File: src/rtl/quad_pkg.sv
// Shared types and decode helper for the quadrature step decoder.
// Phases are {A,B}; the up direction walks 00 -> 01 -> 11 -> 10 -> 00.
package quad_pkg;

  typedef logic [1:0] quad_phase_t;

  localparam quad_phase_t PH_00 = 2'b00;
  localparam quad_phase_t PH_01 = 2'b01;
  localparam quad_phase_t PH_11 = 2'b11;
  localparam quad_phase_t PH_10 = 2'b10;

  localparam int INIT_CYCLES = 3;

  typedef struct packed {
    logic legal;    // exactly one channel changed
    logic up;       // legal step in the up direction
    logic changed;  // any change at all
  } quad_dir_t;

  function automatic quad_dir_t quad_dir(input quad_phase_t prev, input quad_phase_t cur);
    quad_phase_t next_up;
    quad_dir_t   r;
    case (prev)
      PH_00:   next_up = PH_01;
      PH_01:   next_up = PH_11;
      PH_11:   next_up = PH_10;
      default: next_up = PH_00;
    endcase
    r.changed = (prev != cur);
    r.legal   = r.changed && ((prev ^ cur) != 2'b11);
    r.up      = r.legal && (cur == next_up);
    return r;
  endfunction

endpackage

File: src/rtl/quad_glitch_filter.sv
// One encoder channel: two-flop synchroniser followed by a stable-count filter.
// load (used while priming) copies the synchronised value straight into filt.
module quad_glitch_filter #(
  parameter  int FILT_CYCLES = 4,
  localparam int FW          = $clog2(FILT_CYCLES + 1)
) (
  input  logic clk,
  input  logic reset,
  input  logic load,
  input  logic raw,
  output logic filt
);

  logic          sync1_q, sync2_q;
  logic          filt_q, filt_d;
  logic [FW-1:0] cnt_q, cnt_d;

  always_ff @(posedge clk) begin
    if (reset) begin
      sync1_q <= 1'b0;
      sync2_q <= 1'b0;
      filt_q  <= 1'b0;
      cnt_q   <= '0;
    end else begin
      sync1_q <= raw;
      sync2_q <= sync1_q;
      filt_q  <= filt_d;
      cnt_q   <= cnt_d;
    end
  end

  // The edge that would bring the count to FILT_CYCLES is the one that
  // commits the new value, so a change needs FILT_CYCLES stable cycles.
  always_comb begin
    filt_d = filt_q;
    cnt_d  = '0;
    if (load) begin
      filt_d = sync2_q;
    end else if (sync2_q != filt_q) begin
      if (cnt_q == FW'(FILT_CYCLES - 1)) begin
        filt_d = sync2_q;
      end else begin
        cnt_d = cnt_q + 1'b1;
      end
    end
  end

  assign filt = filt_q;

endmodule

File: src/rtl/quad_step_decoder.sv
// Quadrature A/B front end: filtered phase, one-cycle step pulses, direction
// and a sticky illegal-transition flag for the up/down position counter.
module quad_step_decoder
  import quad_pkg::*;
#(
  parameter int FILT_CYCLES = 4
) (
  input  logic        clk,
  input  logic        reset,
  input  logic        a_in,
  input  logic        b_in,
  input  logic        en,
  input  logic        err_clr,
  output logic        step,
  output logic        up,
  output logic        err,
  output logic [1:0]  phase
);

  // Handshake: step is a valid-only strobe with no ready; the consumer must
  // accept it in the single cycle it is high, with up qualifying its direction.

  logic        filt_a, filt_b;
  logic        load;
  quad_phase_t cur;
  quad_dir_t   dir;

  logic [1:0]  init_cnt_q, init_cnt_d;
  logic        primed_q, primed_d;
  quad_phase_t prev_q, prev_d;
  logic        step_q, step_d;
  logic        up_q, up_d;
  logic        err_q, err_d;

  assign load = !primed_q;

  quad_glitch_filter #(.FILT_CYCLES(FILT_CYCLES)) u_filt_a (
    .clk   (clk),
    .reset (reset),
    .load  (load),
    .raw   (a_in),
    .filt  (filt_a)
  );

  quad_glitch_filter #(.FILT_CYCLES(FILT_CYCLES)) u_filt_b (
    .clk   (clk),
    .reset (reset),
    .load  (load),
    .raw   (b_in),
    .filt  (filt_b)
  );

  assign cur = {filt_a, filt_b};
  assign dir = quad_dir(prev_q, cur);

  always_ff @(posedge clk) begin
    if (reset) begin
      init_cnt_q <= '0;
      primed_q   <= 1'b0;
      prev_q     <= PH_00;
      step_q     <= 1'b0;
      up_q       <= 1'b0;
      err_q      <= 1'b0;
    end else begin
      init_cnt_q <= init_cnt_d;
      primed_q   <= primed_d;
      prev_q     <= prev_d;
      step_q     <= step_d;
      up_q       <= up_d;
      err_q      <= err_d;
    end
  end

  // primed is registered one edge after the count saturates so that prev has
  // caught up with the freshly loaded filter values before decoding starts.
  always_comb begin
    init_cnt_d = init_cnt_q;
    primed_d   = (init_cnt_q == 2'(INIT_CYCLES));
    prev_d     = cur;
    step_d     = 1'b0;
    up_d       = up_q;
    err_d      = err_q;

    if (init_cnt_q != 2'(INIT_CYCLES)) begin
      init_cnt_d = init_cnt_q + 2'd1;
    end

    if (primed_q && dir.legal) begin
      step_d = en;
      up_d   = dir.up;
    end

    if (primed_q && dir.changed && !dir.legal) begin
      err_d = 1'b1;
    end else if (err_clr) begin
      err_d = 1'b0;
    end
  end

  assign step  = step_q;
  assign up    = up_q;
  assign err   = err_q;
  assign phase = cur;

endmodule
File: config.mk
export PLATFORM = sky130hd
export DESIGN_NAME = quad_step_decoder
export DESIGN_NICKNAME = d
export VERILOG_FILES = /design/src/rtl/quad_pkg.sv /design/src/rtl/quad_glitch_filter.sv /design/src/rtl/quad_step_decoder.sv
export SDC_FILE = /design/constraint.sdc
export NUM_CORES = 1
export LEC_CHECK = 0
export ABC_CLOCK_PERIOD_IN_PS = 2100
export CAP_MARGIN = 5
export CORE_MARGIN = 2
export CORE_UTILIZATION = 32
export DETAILED_ROUTE_END_ITERATION = 8
export PLACE_DENSITY = 0.63
export SLEW_MARGIN = 20
export SYNTH_ARGS = -nofsm -noshare
export SYNTH_HDL_FRONTEND = slang
export SYNTH_SLANG_ARGS = --single-unit
File: constraint.sdc
create_clock -name clk -period 2.1 [get_ports clk]
set_clock_uncertainty 0.15 [all_clocks]
set_input_delay 0.42 -clock clk [delete_from_list [all_inputs] [get_ports clk]]
set_output_delay 0.42 -clock clk [all_outputs]
set_load 0.005 [all_outputs]
==> results.tsv <==
stage	metric	value	unit
drt	vias	488	
clocking	ctsResizeCount	0	
power_and_ir_drop	seq_power_share	64.3	%
timing	finalCriticalPeriod	1.90	ns
cells_and_area	n_antenna_cell	0	
grt	grt_use_total	8.78	%
setup_path	start_kind	register	
power_and_ir_drop	ir_drop	0.376	mV
grt	grt_pass1_vias	413	
clocking	ctsHtreeMaxLevel	1	
clocking	clkSinkCount	20	
drt	viasPerCell	4.36	
logic_synthesis	avgSynthCellArea	10.7	sq um
placement	io_buffers	10	
power_and_ir_drop	switching_share	21.5	%
clocking	cts_tree	yes	
timing	fin_hold_ws	0.289	ns
cells_and_area	area_growth_syn_to_layout	18.8	%
placement	hpwl	748	um
logic_synthesis	ys_seq_area_share	51.4	%
setup_path	cp_top_family	buffers and inverters	
clocking	cts_setup_buffers	0	
drt	wl_per_cell	9.02	um
die	dieArea	2840	sq um
clocking	numCtsBuffers	3	
setup_path	cp_slowest_cell	clkdlybuf4s50_1	
clocking	clk_pin_slew_worst_paths	0.10	ns
cells_and_area	nFillCells	235	
die	core	2250	sq um
placement	routabilityCongestion	0.643	
setup_path	crit_path_max_incr_delay	0.56	ns
drt	drt_iter0_drc	2	
drt	drt_wl_total	1010	um
drt	drt_first_pass_iters	4	
timing	finalHoldViolCount	0	
setup_path	cp.arrival	1.33	ns
power_and_ir_drop	p_comb_share	8.9	%
logic_synthesis	postSynthCellCount	73	
power_and_ir_drop	internal-power	495	uW
cells_and_area	final_layout_size_suffix_gt1_share	14.3	%
logic_synthesis	synth_area	778	sq um
logic_synthesis	yosys_warnings	0	
timing	fin_crit_sh	90.4	%
clocking	clock_tree.buffer_depth	2	
logic_synthesis	synth_area_leaders	dfxtp_1 (51%), ha_1 (9.6%), nor2b_1 (5.6%)	
die	start_util	34.5	%
run	cap_violations	0	
timing	max_slew_margin	79.9	%
logic_synthesis	synth_cell_types	17	
timing	worst_pin_slew	0.301	ns
min_path	hold_path_class	reg2reg	
cells_and_area	nets	98	
grt	antenna_found_initial	0	
timing	rsz0062_at_grt	false	
power_and_ir_drop	power_switching	135	uW
cells_and_area	final_util	41.0	%
power_and_ir_drop	p_leak	0.362	nW
logic_synthesis	synth-seq-cells	20	
setup_path	crit_chain	clkdlybuf4s50_1	
die	rows	17	
timing	max_freq	0.527	GHz
clocking	insertion_delay	0.29	ns
setup_path	worstSetupPathType	reg2out	
clocking	cts_hold_buf	0	
setup_path	required	1.53	ns
setup_path	cp-end-kind	output pin	
setup_path	cp.buffers_inverters	1	
power_and_ir_drop	power.density	682	nW/um^2
timing	finalSetupViolCount	0	
clocking	cts_root_buf	clkbuf_4	
die	dieWidth	53.3	um
drt	drc	0	
power_and_ir_drop	p_clk_share	26.8	%
timing	finalSetupTns	0	ns
grt	grt_max_degree	11	
drt	antenna_left	0	
logic_synthesis	synth_top_area_cell	dfxtp_1	
run_status	outcome	finished clean	
die	die_height	53.3	um
timing	slew_viol_final	0	
grt	grt_pass1_wl	1680	um
logic_synthesis	synth_top_area_share	51.4	%
setup_path	path_max_fanout	6	
grt	overflow	0	
die	ioPinCount	11	
logic_synthesis	synth_fp_nets	85	
sequential cells by signal (all words and copies together) (netlist names):
name / flops
prev_q: 2
u_filt_a.filt: 1
u_filt_a.cnt_q: 3
u_filt_b.filt: 1
u_filt_a.sync1_q: 1
init_cnt_q: 2
step: 1
primed_q: 1
u_filt_b.cnt_q: 3
u_filt_b.sync1_q: 1
err: 1
u_filt_b.sync2_q: 1
up: 1
u_filt_a.sync2_q: 1
stage by stage:
stage	area (sq um)	cells	setup WS [ns]	power (mW)
detailed placement	902	109	0.342	0.471
global route	925	112	0.128	0.666
CTS	925	112	0.166	0.646
floorplan	778	73	0.543	0.451
finish	925	112	0.202	0.631
global placement	902	109	0.362	0.469
synth_stat cells, drive strengths merged:
cell type,instances
dfxtp,20
nor2,11
nor2b,7
ha,6
inv,5
xnor2,5
mux2i,3
or3,3
a21oi,2
buf,2
nand2,2
nand2b,2
nor3b,2
xor2,2
clkbuf,1
final cells by class:
cell class,count,area (sq um),area share (%)
Clock buffer,3,22.5,2.44
Multi-Input combinational cell,45,340,36.8
Sequential cell,20,400,43.3
Timing Repair Buffer,11,108,11.6
Inverter,5,18.8,2.03
Tap cell,28,35.0,3.79
worst paths after layout:
kind                                                   start                           end  slack, ns  cells past startpoint
worst max-delay path              u_filt_b.filt$_SDFFE_PP0P_                      phase[0]       0.20                      1
worst min-delay path            u_filt_b.cnt_q[0]$_SDFF_PP0_  u_filt_b.cnt_q[0]$_SDFF_PP0_       0.29                      1
worst max register to register    u_filt_b.filt$_SDFFE_PP0P_               up$_SDFFE_PP0P_       0.40                      5
worst min register to register  u_filt_b.cnt_q[0]$_SDFF_PP0_  u_filt_b.cnt_q[0]$_SDFF_PP0_       0.29                      1
routing by layer:
layer,wire (um),up-vias,track usage [%]
met1,502,221,10.5
li1,-,254,-
met2,435,11,11.9
met3,55,2,3.39
met5,0,-,0
met4,16,0,7.69
logic make-up after synthesis:
family                   count (synthesis)  share of synthesized area [%]
AND/OR/NAND/NOR                         27                           21.1
flip-flops                              20                           51.4
buffers and inverters                    8                           4.82
XOR/XNOR                                 7                           7.88
adder cells (fa/ha/maj)                  6                           9.65
multiplexers                             3                           3.86
AO/OA/AOI/OAI                            2                           1.29
power by group through the flow:
| stage | registers (mW) | logic, mW | clock network [mW] |
|---|---|---|---|
| 3_5_place_dp | 0.415 | 0.0565 | 0 |
| 3_3_place_gp | 0.414 | 0.0550 | 0 |
| 2_1_floorplan | 0.412 | 0.0390 | 0 |
| 4_1_cts | 0.406 | 0.0572 | 0.183 |
| 6_report | 0.406 | 0.0560 | 0.169 |
| 5_1_grt | 0.408 | 0.0640 | 0.195 |
placed cells by master, fill, tap and decap left out, drive strengths merged:
cell            n
nor3b           2
nor2b           7
mux2i           3
nand2b          2
nor2           11
ha              6
xnor2           5
nand2           2
clkbuf          3
inv             5
dfxtp          20
clkdlybuf4s50  10
a21oi           2
or3             3
buf             1
xor2            2
(Power assumes the default switching activity.)
